## config.mk

```make
export PLATFORM = sky130hd
export DESIGN_NAME = os_result_drain
export DESIGN_NICKNAME = d
export VERILOG_FILES = /design/src/rtl/os_array_pkg.sv /design/src/rtl/os_drain_out_reg.sv /design/src/rtl/os_result_drain.sv
export SDC_FILE = /design/constraint.sdc
export NUM_CORES = 1
export LEC_CHECK = 0
export BUFFER_PORTS_ARGS = -buffer_cell sky130_fd_sc_hd__buf_2
export CORE_ASPECT_RATIO = 1.2
export CORE_UTILIZATION = 30
export DETAILED_ROUTE_END_ITERATION = 12
export SLEW_MARGIN = 20
export SYNTH_ARGS = -nofsm -noshare
export SYNTH_HDL_FRONTEND = slang
export SYNTH_HIERARCHICAL = 1
export SYNTH_SLANG_ARGS = --single-unit
```

## constraint.sdc

```tcl
create_clock -name clk -period 1.7 [get_ports clk]
set_input_delay 0.085 -clock clk [delete_from_list [all_inputs] [get_ports clk]]
set_output_delay 0.085 -clock clk [all_outputs]
set_load 0.01 [all_outputs]
```

## src/rtl/os_array_pkg.sv

```systemverilog
// Shared types and constants for the output-stationary array read-out path.
// Holds the drain FSM encoding, default geometry and the saturation test.
package os_array_pkg;

    typedef enum logic [1:0] {
        IDLE   = 2'd0,
        LOAD   = 2'd1,
        STREAM = 2'd2
    } drain_state_e;

    localparam int DEF_ROWS      = 4;
    localparam int DEF_COLS      = 4;
    localparam int DEF_ACC_WIDTH = 24;
    localparam int MAX_ACC_WIDTH = 64;

    // Lane values are zero-extended into a fixed container; only the low
    // 'width' bits take part, so one function serves any ACC_WIDTH <= 64.
    function automatic logic is_saturated(input logic [MAX_ACC_WIDTH-1:0] value,
                                          input int width);
        logic sat;
        sat = 1'b1;
        for (int i = 0; i < MAX_ACC_WIDTH; i++) begin
            if ((i < width) && !value[i]) begin
                sat = 1'b0;
            end
        end
        return sat;
    endfunction

endpackage

```

## src/rtl/os_drain_out_reg.sv

```systemverilog
// Output register / valid-hold stage for the result drain: captures one row per beat.
// Latency: 1 cycle from capture to out_valid; holds the beat while out_ready is low.
module os_drain_out_reg
    import os_array_pkg::*;
#(
    parameter int COLS      = DEF_COLS,
    parameter int ACC_WIDTH = DEF_ACC_WIDTH,
    parameter int RSEL_W    = 2
) (
    input  logic                      clk,
    input  logic                      rst_n,
    input  logic                      cap_req,
    input  logic [COLS*ACC_WIDTH-1:0] row_data,
    input  logic [RSEL_W-1:0]         row_idx,
    input  logic                      row_last,
    input  logic                      out_ready,
    output logic                      capture,
    output logic                      out_valid,
    output logic [COLS*ACC_WIDTH-1:0] out_data,
    output logic [RSEL_W-1:0]         out_row,
    output logic                      out_last,
    output logic                      out_sat
);

    logic                      out_valid_d, out_valid_q;
    logic [COLS*ACC_WIDTH-1:0] out_data_d,  out_data_q;
    logic [RSEL_W-1:0]         out_row_d,   out_row_q;
    logic                      out_last_d,  out_last_q;
    logic                      out_sat_d,   out_sat_q;
    logic                      row_sat;
    logic [MAX_ACC_WIDTH-1:0]  lane_ext;

    always_comb begin
        row_sat  = 1'b0;
        lane_ext = '0;
        for (int c = 0; c < COLS; c++) begin
            lane_ext                = '0;
            lane_ext[ACC_WIDTH-1:0] = row_data[c*ACC_WIDTH +: ACC_WIDTH];
            row_sat                 = row_sat | is_saturated(lane_ext, ACC_WIDTH);
        end
    end

    // The register is free when empty or when its beat leaves this cycle.
    always_comb begin
        capture     = cap_req && (!out_valid_q || out_ready);
        out_valid_d = out_valid_q;
        out_data_d  = out_data_q;
        out_row_d   = out_row_q;
        out_last_d  = out_last_q;
        out_sat_d   = out_sat_q;
        if (capture) begin
            out_valid_d = 1'b1;
            out_data_d  = row_data;
            out_row_d   = row_idx;
            out_last_d  = row_last;
            out_sat_d   = row_sat;
        end else if (out_ready) begin
            out_valid_d = 1'b0;
        end
    end

    always_ff @(posedge clk or negedge rst_n) begin
        if (!rst_n) begin
            out_valid_q <= 1'b0;
            out_data_q  <= '0;
            out_row_q   <= '0;
            out_last_q  <= 1'b0;
            out_sat_q   <= 1'b0;
        end else begin
            out_valid_q <= out_valid_d;
            out_data_q  <= out_data_d;
            out_row_q   <= out_row_d;
            out_last_q  <= out_last_d;
            out_sat_q   <= out_sat_d;
        end
    end

    assign out_valid = out_valid_q;
    assign out_data  = out_data_q;
    assign out_row   = out_row_q;
    assign out_last  = out_last_q;
    assign out_sat   = out_sat_q;

endmodule

```

## src/rtl/os_result_drain.sv

```systemverilog
// Drains shadow results of the systolic array one row per beat after a tile-done handshake.
// Latency: load_en at T+1, first beat valid at T+3; out_ready low stalls row walk and output.
module os_result_drain
    import os_array_pkg::*;
#(
    parameter int ROWS      = DEF_ROWS,
    parameter int COLS      = DEF_COLS,
    parameter int ACC_WIDTH = DEF_ACC_WIDTH,
    parameter int RSEL_W    = $clog2(ROWS)
) (
    input  logic                      clk,
    input  logic                      rst_n,
    input  logic                      tile_done_valid,
    output logic                      tile_done_ready,
    output logic                      load_en,
    output logic [RSEL_W-1:0]         row_sel,
    input  logic [COLS*ACC_WIDTH-1:0] row_data,
    output logic                      out_valid,
    input  logic                      out_ready,
    output logic [COLS*ACC_WIDTH-1:0] out_data,
    output logic [RSEL_W-1:0]         out_row,
    output logic                      out_last,
    output logic                      out_sat,
    output logic                      drain_busy
);

    drain_state_e      state_d, state_q;
    logic [RSEL_W-1:0] row_cnt_d, row_cnt_q;
    logic              cap_req;
    logic              capture;
    logic              row_last;

    assign cap_req  = (state_q == STREAM);
    assign row_last = (row_cnt_q == RSEL_W'(ROWS-1));

    always_comb begin
        state_d   = state_q;
        row_cnt_d = row_cnt_q;
        unique case (state_q)
            IDLE: begin
                if (tile_done_valid) begin
                    state_d = LOAD;
                end
            end
            LOAD: begin
                state_d   = STREAM;
                row_cnt_d = '0;
            end
            STREAM: begin
                // Row walk advances only when the output stage takes the row.
                if (capture) begin
                    if (row_last) begin
                        state_d   = IDLE;
                        row_cnt_d = '0;
                    end else begin
                        row_cnt_d = row_cnt_q + RSEL_W'(1);
                    end
                end
            end
            default: begin
                state_d   = IDLE;
                row_cnt_d = '0;
            end
        endcase
    end

    always_ff @(posedge clk or negedge rst_n) begin
        if (!rst_n) begin
            state_q   <= IDLE;
            row_cnt_q <= '0;
        end else begin
            state_q   <= state_d;
            row_cnt_q <= row_cnt_d;
        end
    end

    os_drain_out_reg #(
        .COLS      (COLS),
        .ACC_WIDTH (ACC_WIDTH),
        .RSEL_W    (RSEL_W)
    ) u_out_reg (
        .clk       (clk),
        .rst_n     (rst_n),
        .cap_req   (cap_req),
        .row_data  (row_data),
        .row_idx   (row_cnt_q),
        .row_last  (row_last),
        .out_ready (out_ready),
        .capture   (capture),
        .out_valid (out_valid),
        .out_data  (out_data),
        .out_row   (out_row),
        .out_last  (out_last),
        .out_sat   (out_sat)
    );

    assign tile_done_ready = (state_q == IDLE);
    assign load_en         = (state_q == LOAD);
    assign row_sel         = row_cnt_q;
    assign drain_busy      = (state_q != IDLE) || out_valid;

endmodule

```

# [Word level (Yosys, flattened, before mapping)]
# Cells that the tools add are included.
[op_classes] add_sub_neg=1 n_eq_ne=6 n_mux=105 bitwise_logic=4 reduce_logical=9
[ops] cell="two-way mux 1 bit" count=98
[ops] cell="two-way mux 2 bit" count=5
[ops] cell="!= test 2 bit (second input constant)" count=3
[ops] cell="one-hot mux 2 bit (3 select lines)" count=1
[ops] cell="== test 2 bit (second input constant)" count=2
[ops] cell="one-hot mux 2 bit (2 select lines)" count=1
[ops] cell="nonzero test 2 bit" count=2
[ops] cell="bitwise OR 1 bit" count=3
[ops] cell="AND reduction 3 bit" count=1
[ops] cell="adder 2 x 1 -> 2 bit (second input constant)" count=1
[ops] cell="== test 2 x 1 -> 1 bit (second input constant)" count=1
[ops] cell="logical NOT 2 bit" count=1
[ops] cell="logical OR 1 bit" count=2
[ops] cell="AND reduction 2 bit" count=1
[ops] cell="logical AND 1 bit" count=1
[ops] cell="logical NOT 1 bit" count=1
[ops] cell="inverter 1 bit" count=1
[word_totals] ff_bits=105 inputBits=100 output_inout_bits=106 wordCells=132

# [Logic depth before layout (Yosys ltp)]
[logic_depth] ltp_word=27 depth_mapped=7 depth_no_buf=5

# [Cells and area by module]
# Netlist, hierarchy kept.
[modules_own_cells] mod="os_drain_out_reg" instances=1 cells_per_inst=250 area_per_inst_um2=3936.3 seq_area_each_um2=2527.4
[modules_own_cells] mod="os_result_drain" instances=1 cells_per_inst=18 area_per_inst_um2=202.7 seq_area_each_um2=100.1

# [Worst setup path before layout]
# Ideal clock, no wire load.
[synth_path] path_type="flip-flop to flip-flop" startpoint="reg state_q[1]" endpoint="reg row_cnt_q[0], in the netlist row_sel[0]" setup_time_ps=77 arrival_time_ps=1458 required_ps=1623 path_slack_ps=164 path_stages_with_launch=8 path_buffers=2 period_less_slack_ps=1536 cell_sequence="dfrtp_1 and2b_4 nand2_1 buf_2 buf_2 inv_1 a21bo_1 a21oi_1"
[synth_between] elab_chain_cells=4 word_cells_on_any_way=7 classes_between="2 x eq/ne; 1 x mux; 1 x bitwise; 3 x reduce/logical"
[synth_lines] element="start: declaration" line_no="os_result_drain.sv:27" rtl="drain_state_e state_d, state_q;"
[synth_lines] element="start signal: assignment" line_no="os_result_drain.sv:72" rtl="state_q <= state_d;"
[synth_lines] element="== test 2 bit" line_no="os_result_drain.sv:33" rtl="assign cap_req = (state_q == STREAM);"
[synth_lines] element="net cap_req" line_no="os_result_drain.sv:29" rtl="logic cap_req;"
[synth_lines] element="logical AND 1 bit" line_no="os_drain_out_reg.sv:45" rtl="capture = cap_req && (!out_valid_q || out_ready);"
[synth_lines] element="net capture" line_no="os_result_drain.sv:30" rtl="logic capture;"
[synth_lines] element="!= test 2 bit (no line)"
[synth_lines] element="AND reduction 2 bit (no line)"
[synth_lines] element="end signal: assignment" line_no="os_result_drain.sv:73" rtl="row_cnt_q <= row_cnt_d;"
[synth_lines] element="end: declaration" line_no="os_result_drain.sv:28" rtl="logic [RSEL_W-1:0] row_cnt_d, row_cnt_q;"
# The timed path passes the listed nets, and every way through them passes these cells.
# A chain may end at the register's enable or synchronous reset.

# [Worst setup path after layout]
[layout_path] startpoint="in row_data[26]" endpoint="reg u_out_reg.out_sat_q, in the netlist u_out_reg/out_sat"
[layout_between] elab_chain_cells=25
[layout_lines] element="start: declaration" line_no="os_result_drain.sv:17" rtl="input logic [COLS*ACC_WIDTH-1:0] row_data,"
[layout_lines] element="two-way mux 1 bit (22 in series)" line_no="os_array_pkg.sv:23" rtl="if ((i < width) && !value[i]) begin"
[layout_lines] element="bitwise OR 1 bit (3 in series)" line_no="os_drain_out_reg.sv:39" rtl="row_sat = row_sat | is_saturated(lane_ext, ACC_WIDTH);"
[layout_lines] element="end signal: assignment" line_no="os_drain_out_reg.sv:74" rtl="out_sat_q <= out_sat_d;"
[layout_lines] element="end: declaration" line_no="os_drain_out_reg.sv:29" rtl="logic out_sat_d, out_sat_q;"
# No other way between the ends.

==> metrics <==
status complete, no violations; total negative slack 0 ps; Worst path max stage delay 530 ps; Yosys warning count 6; CP max stage cell dlygate4sd3_1; Fillers 1160; crit start category input pin; register clock-pin slew on the reported worst setup and hold paths 60 ps; setup ws final 108.3 ps; power density over the cells 1714 nW/um2; row cnt 46; First-pass DRT Iterations 4; Netlist cell types 22; Leak 0.003207 uW; vias in the first global route 3634; Synth area leader dfrtp_1; Placed Instances 640; area grow syn2layout 63.66%; PortBufs 205; sequence of cells on the critical path dlygate4sd3_1 -> buf_2 -> nand4_1 -> or4_1 -> nor3_2 -> buf_4 -> nor4_1 -> o21ai_2; Layout Skew 7.202 ps; Avg WL per Cell 15.08 um; Worst EP required 1980 ps; Setup Slack @ Placement 50.77 ps; Vias 3454; minimum clock period 1592 ps; Tcrit/Tclk final 93.63%; Hold WC Path Type in2reg; Synth Net Count 369; Crit Path Max Fanout 2; register area 2628 um2; commonest non-fill, non-tap cell in the layout buf_2; Post-Route WL 11350 um; TritonCTS clock tree yes; area of the multi-input gates 1475 um2; Worst Path Arrival 1870 ps; Max clock buf depth 2; GPL Wtd Cong 0.7214; Chip Height 130.7 um; Worst-Margin Slew 401.6 ps; total CTS buffers 9; endpoints failing setup 0; maxcap violations 0; H-Tree Depth 3; Peak VDD IR 0.0008323 V; Post-Syn Area 4139 um2; DRT iter0 DRCs 138; # diodes 0; first-pass GRT wire length 17280 um; detailed placer's ending HPWL 7873 um; Slew Limit Fails 0; hold depth 2; GRT overflow 0; crit path capture type register; achievable frequency 628.3 MHz; Slew headroom 73.22%; Non-Filler Instances 753; die outline width 109.2 um; synthesized area per cell 15.44 um2; Core Footprint 13350 um2; RSZ-0062 raised after global routing false; Synth top area share 63.48%; Final ANT Viol Nets 0; largest net degree at the start of global routing 52; layout cells sized above 1 57.26%; post-synthesis sequential area ratio 63.48%; synth top area cells dfrtp_1 63%, mux2_2 27%, nand4_1 3.6%, buf_2 1.3%, or4_1 0.73%; cells on worst reg2reg path 4; IO Count 206; most frequent cells in the layout 204 x buf_2, 105 x dfrtp_1, 99 x mux2_2, 97 x dlygate4sd3_1, 24 x nand4_1; Starting Density 31.00%; clock sinks 105; DRC 0; Fin. Hold Viols 0; Post-Synthesis Cells 268; worst skew pair latency 350 ps; GRT Util Overall 16.03%; Tot Pwr 11610 uW; die area 14270 um2; WS Path Type in2reg; vias per inst 4.587; root buffer cell clkbuf_16; nets 681; initial antenna violation count 0; Seq cells post-synth 105
[repair_timing]
item	CTS	global route
hold buffers	97	0
gates resized for setup	0	3
buffers inserted	0	0
endpoints found under the setup margin	0	1
endpoints found under the hold margin	124	0
[path summary, 6_finish.rpt]
path / from / endpoint / slack (ps)
worst min-delay path: row_data[10] / u_out_reg/out_data[10]$_DFFE_PN0P_ / 20
worst max register to register: state_q[1]$_DFFE_PN0P_ / u_out_reg/out_data[44]$_DFFE_PN0P_ / 230
min in group asynchronous: rst_n / u_out_reg/out_data[64]$_DFFE_PN0P_ / 210
worst min register to register: u_out_reg/out_sat$_DFFE_PN0P_ / u_out_reg/out_sat$_DFFE_PN0P_ / 480
max in group asynchronous: rst_n / u_out_reg/out_sat$_DFFE_PN0P_ / 870
worst max-delay path: row_data[26] / u_out_reg/out_sat$_DFFE_PN0P_ / 110
[worst max-delay path, delay by kind of cell]
kind | cells | cell delay [ps]
AOI/OAI and AO/OA | 1 | 110
buffers and inverters | 3 | 780
and+or+nand+nor | 4 | 890
[power breakdown]
group	total (uW)	internal, uW	switching [uW]	leakage, uW
clock	2360	1480	888	0.000166
combinational	4870	2650	2220	0.00179
sequential	4380	3760	620	0.00125
total	11600	7890	3720	0.00321
[through the flow]
step           util (%)  hold WS, ps  cell area [um2]
6_report          50.73        15.16             6774
5_1_grt           50.73        22.18             6774
4_1_cts           50.62        7.225             6759
3_5_place_dp      40.76        48.65             5443
3_3_place_gp      40.76        47.15             5443
2_1_floorplan         -       -210.6             4139
[state kept, by name, summed over array words and instances (netlist names)]
name and flops:
u_out_reg/out_valid 1, u_out_reg/out_data 96, row_sel 2, u_out_reg/out_row 2, state_q 2, u_out_reg/out_sat 1, u_out_reg/out_last 1
[routing by layer]
layer	vias up	global-route usage, %	share of wire [%]	wire length (um)
met2	137	28.15	50	5732
met3	19	3.472	6.2	704
met1	1686	18.21	41	4641
met4	0	8.314	2.4	274
met5	-	0	0	0
li1	1612	-	-	-
[kinds of logic (layout without fill, tap and decap cells)]
family	after synthesis	in the layout	share of synthesized area (%)
AND/OR/NAND/NOR	45	45	6.741
flip-flops	105	105	63.48
multiplexers	99	99	26.93
AO/OA/AOI/OAI	6	6	1.119
adder cells (fa/ha/maj)	1	1	0.3022
buffers and inverters	12	329	1.421
[cell type report]
type	instances	area share, %
multi-input cells	151	21.78
repair buffers	312	31.18
well taps	168	3.103
clock buffers	11	3.583
inverters	1	0.05541
flip-flops and latches	105	38.79
clock inverters	5	1.515
[synthesized netlist by cell type]
library cell	number
a21bo_1	2
a21o_1	1
a21oi_1	2
and2_1	1
and2b_4	1
buf_2	11
dfrtp_1	105
ha_1	1
inv_1	1
mux2_2	99
nand2_1	3
nand2b_1	2
nand3_1	1
nand4_1	24
nand4bb_1	1
nor2_1	1
nor2b_1	1
nor3_1	4
nor4_1	1
o21ai_2	1
or3_1	1
or4_1	4
Note: power is estimated with default switching activity, not from simulation.
